`config.mk`:
```
export PLATFORM = sky130hd
export DESIGN_NAME = rtc_mode_sequencer
export DESIGN_NICKNAME = d
export VERILOG_FILES = /design/src/rtl/rtc_mode_sequencer.sv
export SDC_FILE = /design/constraint.sdc
export NUM_CORES = 1
export LEC_CHECK = 0
export BUFFER_PORTS_ARGS = -buffer_cell sky130_fd_sc_hd__buf_2
export CORE_ASPECT_RATIO = 1.2
export CORE_MARGIN = 2
export CORE_UTILIZATION = 35
export CTS_CLUSTER_DIAMETER = 30
export CTS_CLUSTER_SIZE = 24
export DETAILED_ROUTE_END_ITERATION = 7
export MAX_ROUTING_LAYER = met4
export SYNTH_ARGS = -nofsm -noshare
export SYNTH_HDL_FRONTEND = slang
export SYNTH_SLANG_ARGS = --single-unit
export TNS_END_PERCENT = 100
```
`constraint.sdc`:
```
create_clock -name clk -period 1.87 [get_ports clk]
set_input_delay 0.187 -clock clk [delete_from_list [all_inputs] [get_ports clk]]
set_output_delay 0.187 -clock clk [all_outputs]
set_load 0.01 [all_outputs]
```
`src/rtl/rtc_mode_sequencer.sv`:
```
// RTC transaction sequencer: fixed-priority request arbitration (Inicio > Escribir > ProgramarCrono)
// with periodic background reads, one start/done handshake per launch, bus timeout abort.
module rtc_mode_sequencer #(
   parameter int READ_PERIOD = 256,
   parameter int PERIOD_W    = 12,
   parameter int TIMEOUT     = 1023,
   parameter int TO_W        = 10
) (
   input  logic       clk,
   input  logic       Reset,
   input  logic       Inicio,
   input  logic       Escribir,
   input  logic       ProgramarCrono,
   input  logic       bus_done,
   output logic       bus_start,
   output logic       RW,
   output logic       Crono,
   output logic       Per_read,
   output logic [1:0] mode,
   output logic       busy,
   output logic       timeout_err
);
   localparam logic [PERIOD_W-1:0] PER_MAX = PERIOD_W'(READ_PERIOD - 1);
   localparam logic [TO_W-1:0]     TO_MAX  = TO_W'(TIMEOUT - 1);
   localparam logic [1:0] M_INIT  = 2'b00;
   localparam logic [1:0] M_WRITE = 2'b01;
   localparam logic [1:0] M_CRONO = 2'b10;
   localparam logic [1:0] M_PER   = 2'b11;

   typedef enum logic [1:0] {S_IDLE = 2'd0, S_ISSUE = 2'd1, S_WAIT = 2'd2} state_t;

   state_t              state_q, state_d;
   logic [PERIOD_W-1:0] period_q, period_d;
   logic [TO_W-1:0]     to_q, to_d;
   logic [1:0]          mode_q, mode_d;
   logic                start_q, start_d;
   logic                busy_q, busy_d;
   logic                rw_q, rw_d;
   logic                crono_q, crono_d;
   logic                per_q, per_d;
   logic                terr_q, terr_d;
   logic                launch;
   logic [1:0]          sel;

   always_comb begin
      state_d  = state_q;
      period_d = period_q;
      to_d     = to_q;
      mode_d   = mode_q;
      start_d  = 1'b0;
      busy_d   = busy_q;
      rw_d     = rw_q;
      crono_d  = crono_q;
      per_d    = per_q;
      terr_d   = 1'b0;
      launch   = 1'b0;
      sel      = M_PER;
      case (state_q)
         S_IDLE: begin
            if (period_q != PER_MAX) period_d = period_q + 1'b1;
            // requests are only looked at here, so anything raised while busy is dropped
            if (Inicio) begin
               launch = 1'b1;
               sel    = M_INIT;
            end else if (Escribir) begin
               launch = 1'b1;
               sel    = M_WRITE;
            end else if (ProgramarCrono) begin
               launch = 1'b1;
               sel    = M_CRONO;
            end else if (period_q == PER_MAX) begin
               launch = 1'b1;
               sel    = M_PER;
            end
            if (launch) begin
               state_d = S_ISSUE;
               start_d = 1'b1;
               busy_d  = 1'b1;
               mode_d  = sel;
               rw_d    = (sel == M_PER);
               crono_d = (sel == M_CRONO);
               per_d   = (sel == M_PER);
            end
         end
         S_ISSUE: begin
            state_d = S_WAIT;
            to_d    = '0;
         end
         S_WAIT: begin
            // a completion landing on the last allowed cycle wins over the timeout
            if (bus_done || (to_q == TO_MAX)) begin
               state_d  = S_IDLE;
               period_d = '0;
               busy_d   = 1'b0;
               rw_d     = 1'b0;
               crono_d  = 1'b0;
               per_d    = 1'b0;
               terr_d   = !bus_done;
            end else begin
               to_d = to_q + 1'b1;
            end
         end
         default: begin
            state_d  = S_IDLE;
            period_d = '0;
            to_d     = '0;
            busy_d   = 1'b0;
            rw_d     = 1'b0;
            crono_d  = 1'b0;
            per_d    = 1'b0;
         end
      endcase
   end

   always_ff @(posedge clk or posedge Reset) begin
      if (Reset) begin
         state_q  <= S_IDLE;
         period_q <= '0;
         to_q     <= '0;
         mode_q   <= M_INIT;
         start_q  <= 1'b0;
         busy_q   <= 1'b0;
         rw_q     <= 1'b0;
         crono_q  <= 1'b0;
         per_q    <= 1'b0;
         terr_q   <= 1'b0;
      end else begin
         state_q  <= state_d;
         period_q <= period_d;
         to_q     <= to_d;
         mode_q   <= mode_d;
         start_q  <= start_d;
         busy_q   <= busy_d;
         rw_q     <= rw_d;
         crono_q  <= crono_d;
         per_q    <= per_d;
         terr_q   <= terr_d;
      end
   end

   assign bus_start   = start_q;
   assign busy        = busy_q;
   assign RW          = rw_q;
   assign Crono       = crono_q;
   assign Per_read    = per_q;
   assign mode        = mode_q;
   assign timeout_err = terr_q;
endmodule

```
==> results.py <==
metrics = {
    "worst_setup_path": {
        "worstPathArrival_ns": 2.02,
        "required_ns": 2.08,
        "path_class": "register to register",
        "critPathMaxStageDelay_ns": 0.48,
        "reg2regPathDepth": 6,
        "cp-end-kind": "register",
        "cpMaxStageDelayCell": "or4_4",
        "cp_cell_sequence": "ha_2, and4_4, a31o_4, buf_6, or4_4, a21oi_2",
        "r2r_slack_ns": 0.06,
        "cp_max_fo": 5,
        "cp-start-kind": "register",
    },
    "power_and_ir_drop": {
        "p_leak_nw": 0.936,
        "pwr-share-seq_pct": 35.9,
        "total_power_mw": 2.45,
        "vdd_ir_drop_max_uv": 578,
        "netSwitchingFraction_pct": 34.6,
        "p_per_area_mw_per_mm2": 1170,
        "comb_power_share_pct": 36.0,
        "p_int_mw": 1.60,
        "netSwitchingPower_uw": 849,
        "pwr-share-clk_pct": 28.1,
    },
    "sta": {
        "fmax_ghz": 0.552,
        "worst_slack_ns": 0.0599,
        "hold_violations": 0,
        "setup_tns_ns": 0,
        "min_period_over_period_pct": 96.8,
        "slew_headroom_pct": 59.3,
        "maxSlewViolCount": 0,
        "period_needed_ns": 1.81,
        "tightest_slew_ns": 0.609,
        "finalClockSkew_ns": 0.00730,
        "rsz0062_at_grt": "true",
        "finalSetupViolCount": 0,
    },
    "clock_tree": {
        "clk_pin_slew_worst_paths_ns": 0.07,
        "root_buffer": "clkbuf_8",
        "cts_tree": "built",
        "numCtsBuffers": 5,
        "clockBufferDepth": 2,
        "clock_latency_ns": 0.29,
        "cts_sinks": 31,
        "htreeDepth": 2,
    },
    "run_status": {
        "status": "finished, final reports clean",
    },
    "final_layout": {
        "final_core_util_pct": 45.4,
        "antenna_cells": 0,
        "drive_gt1_share_pct": 28.3,
        "nets": 213,
        "syn_to_final_growth_pct": 24.0,
    },
    "synthesis": {
        "yosys_warnings": 0,
        "synth.net_count": 180,
        "synth.most_common_cell": "dfrtp_1",
        "syn-cell-area_mm2": 0.00170,
        "ys_types": 46,
        "synth_flop_cell": "dfrtp_1",
        "synth-seq-cells": 31,
        "yosysTopAreaCellShare_pct": 45.8,
        "async_reset_ff_share_pct": 100,
        "synth_edf_count": 0,
        "synthTopCellsByArea": "dfrtp_1, a21oi_1, a221o_1, nor2_1, nand3_1",
        "syn_avg_cell_area_um2": 9.91,
        "syn_inst": 171,
        "synth_common_cells": "dfrtp_1, nor2_1, a21oi_1, nand3_1, nor4_1",
        "yosysSeqAreaShare_pct": 45.8,
        "synth_top_area_cell": "dfrtp_1",
    },
    "global_routing": {
        "first_global_vias": 1389,
        "antenna_found_initial": 0,
        "grt_usage_pct": 16.6,
        "overflow": 0,
        "grt_start_max_net_pins": 32,
        "grt_pass1_wl_mm": 6.67,
    },
    "floorplanning": {
        "dieWidth_um": 67.5,
        "io_pins": 14,
        "die_y_um": 80.2,
        "fp-row-count": 27,
        "start_util_pct": 36.6,
        "coreArea_mm2": 0.00463,
        "fp.dieArea_mm2": 0.00542,
    },
    "routing": {
        "drt_iter0_drc": 79,
        "vias": 1456,
        "wl_mm": 3.95,
        "first_pass_iters": 4,
        "routed_via_density": 5.54,
        "wire_per_inst_um": 15.0,
        "drt.antenna.violating_nets": 0,
        "drc": 0,
    },
    "place": {
        "io_buffers": 13,
        "dpl.hpwl_mm": 2.69,
        "place.gp.congestion": 0.823,
        "pre_cts_ws_ns": 0.0235,
    },
    "flow_run": {
        "cap_viol_max_count": 0,
    },
    "worst_hold_path": {
        "hold_path_depth": 2,
        "hold_class": "input pin to register",
    },
}
worst max-delay path, delay by kind of cell (launching register included):
family          cells  cell delay (ns)
simple gates        2             0.67
flops               1             0.39
buf+inv             1             0.12
fa+ha+maj           1             0.17
compound gates      2             0.38
cell type report:
| type | instances | area, µm² |
|---|---|---|
| inverters | 6 | 22.5 |
| multi-input cells | 127 | 891 |
| flip-flops and latches | 31 | 776 |
| clock buffers | 6 | 82.6 |
| clock inverters | 2 | 35.0 |
| repair buffers | 33 | 223 |
| well taps | 58 | 72.6 |
| fillers | 423 | 2530 |
flip-flops by register name (all words and copies together) (netlist names):
signal and cells:
Per_read 1, state_q 2, busy 1, period_q 12, timeout_err 1, to_q 10, mode 2, Crono 1
bus_start 1
through the flow:
step	hold WS, ns	area [µm²]	cells
after global routing	0.205	2100	263
final	0.192	2100	263
after CTS	0.182	2050	260
after global placement	0.294	1910	251
after detailed placement	0.298	1910	251
after floorplan	0.291	1700	171
power by group through the flow:
stage	clock network [mW]	registers, mW	logic, mW
after floorplan	0	0.914	0.503
final	0.687	0.880	0.883
after global routing	0.741	0.898	0.967
after global placement	0	0.882	0.811
after CTS	0.706	0.880	0.833
after detailed placement	0	0.890	0.826
cell families after synthesis:
family	synth area share [%]
AND/OR/NAND/NOR	23.8
AO/OA/AOI/OAI	20.6
flip-flops	45.8
buffers and inverters	3.62
XOR/XNOR	2.07
multiplexers	1.92
adder cells (fa/ha/maj)	2.21
timing repair:
action	CTS	global route
endpoints found under the hold margin	31	0
pin swaps	1	3
cloned	0	1
resized for setup	1	8
hold buffers	1	0
setup buffers	0	2
setup endpoints to repair	1	10
layer usage:
layer	vias up	track usage (%)	part of all wire, %	routed length (µm)
met5	-	-	0	0
met4	0	5.51	1.4	55
li1	719	-	-	-
met3	6	4.20	2.4	95
met1	716	21.1	46	1830
met2	15	25.7	50	1960
path summary, 6_finish.rpt:
check / startpoint / to
max in group asynchronous: Reset / bus_start
worst max register to register: to_q[1] / to_q[6]
worst min register to register: mode[0] / mode[0]
min in group asynchronous: Reset / to_q[2]
worst max-delay path: to_q[1] / to_q[6]
worst min-delay path: ProgramarCrono / Crono
cell usage in the layout, fill, tap and decap left out, types with 3 or more instances in the layout:
cell type | Yosys | routed
a211o_1 | 3 | 3
nor4_1 | 8 | 7
clkbuf_8 | 0 | 6
a21oi_2 | 1 | 3
nor2_1 | 14 | 14
a21oi_1 | 12 | 10
nor3_1 | 6 | 6
nand4_1 | 3 | 3
and3_1 | 4 | 4
buf_4 | 1 | 16
nand2b_1 | 3 | 3
inv_1 | 6 | 6
xnor2_1 | 4 | 4
o31ai_1 | 3 | 3
buf_2 | 1 | 14
nand2_1 | 7 | 7
nor2b_1 | 3 | 3
dfrtp_1 | 31 | 31
o311a_1 | 3 | 3
nand3_1 | 10 | 10
a221o_1 | 6 | 6
Note: power is estimated with default switching activity, not from simulation.
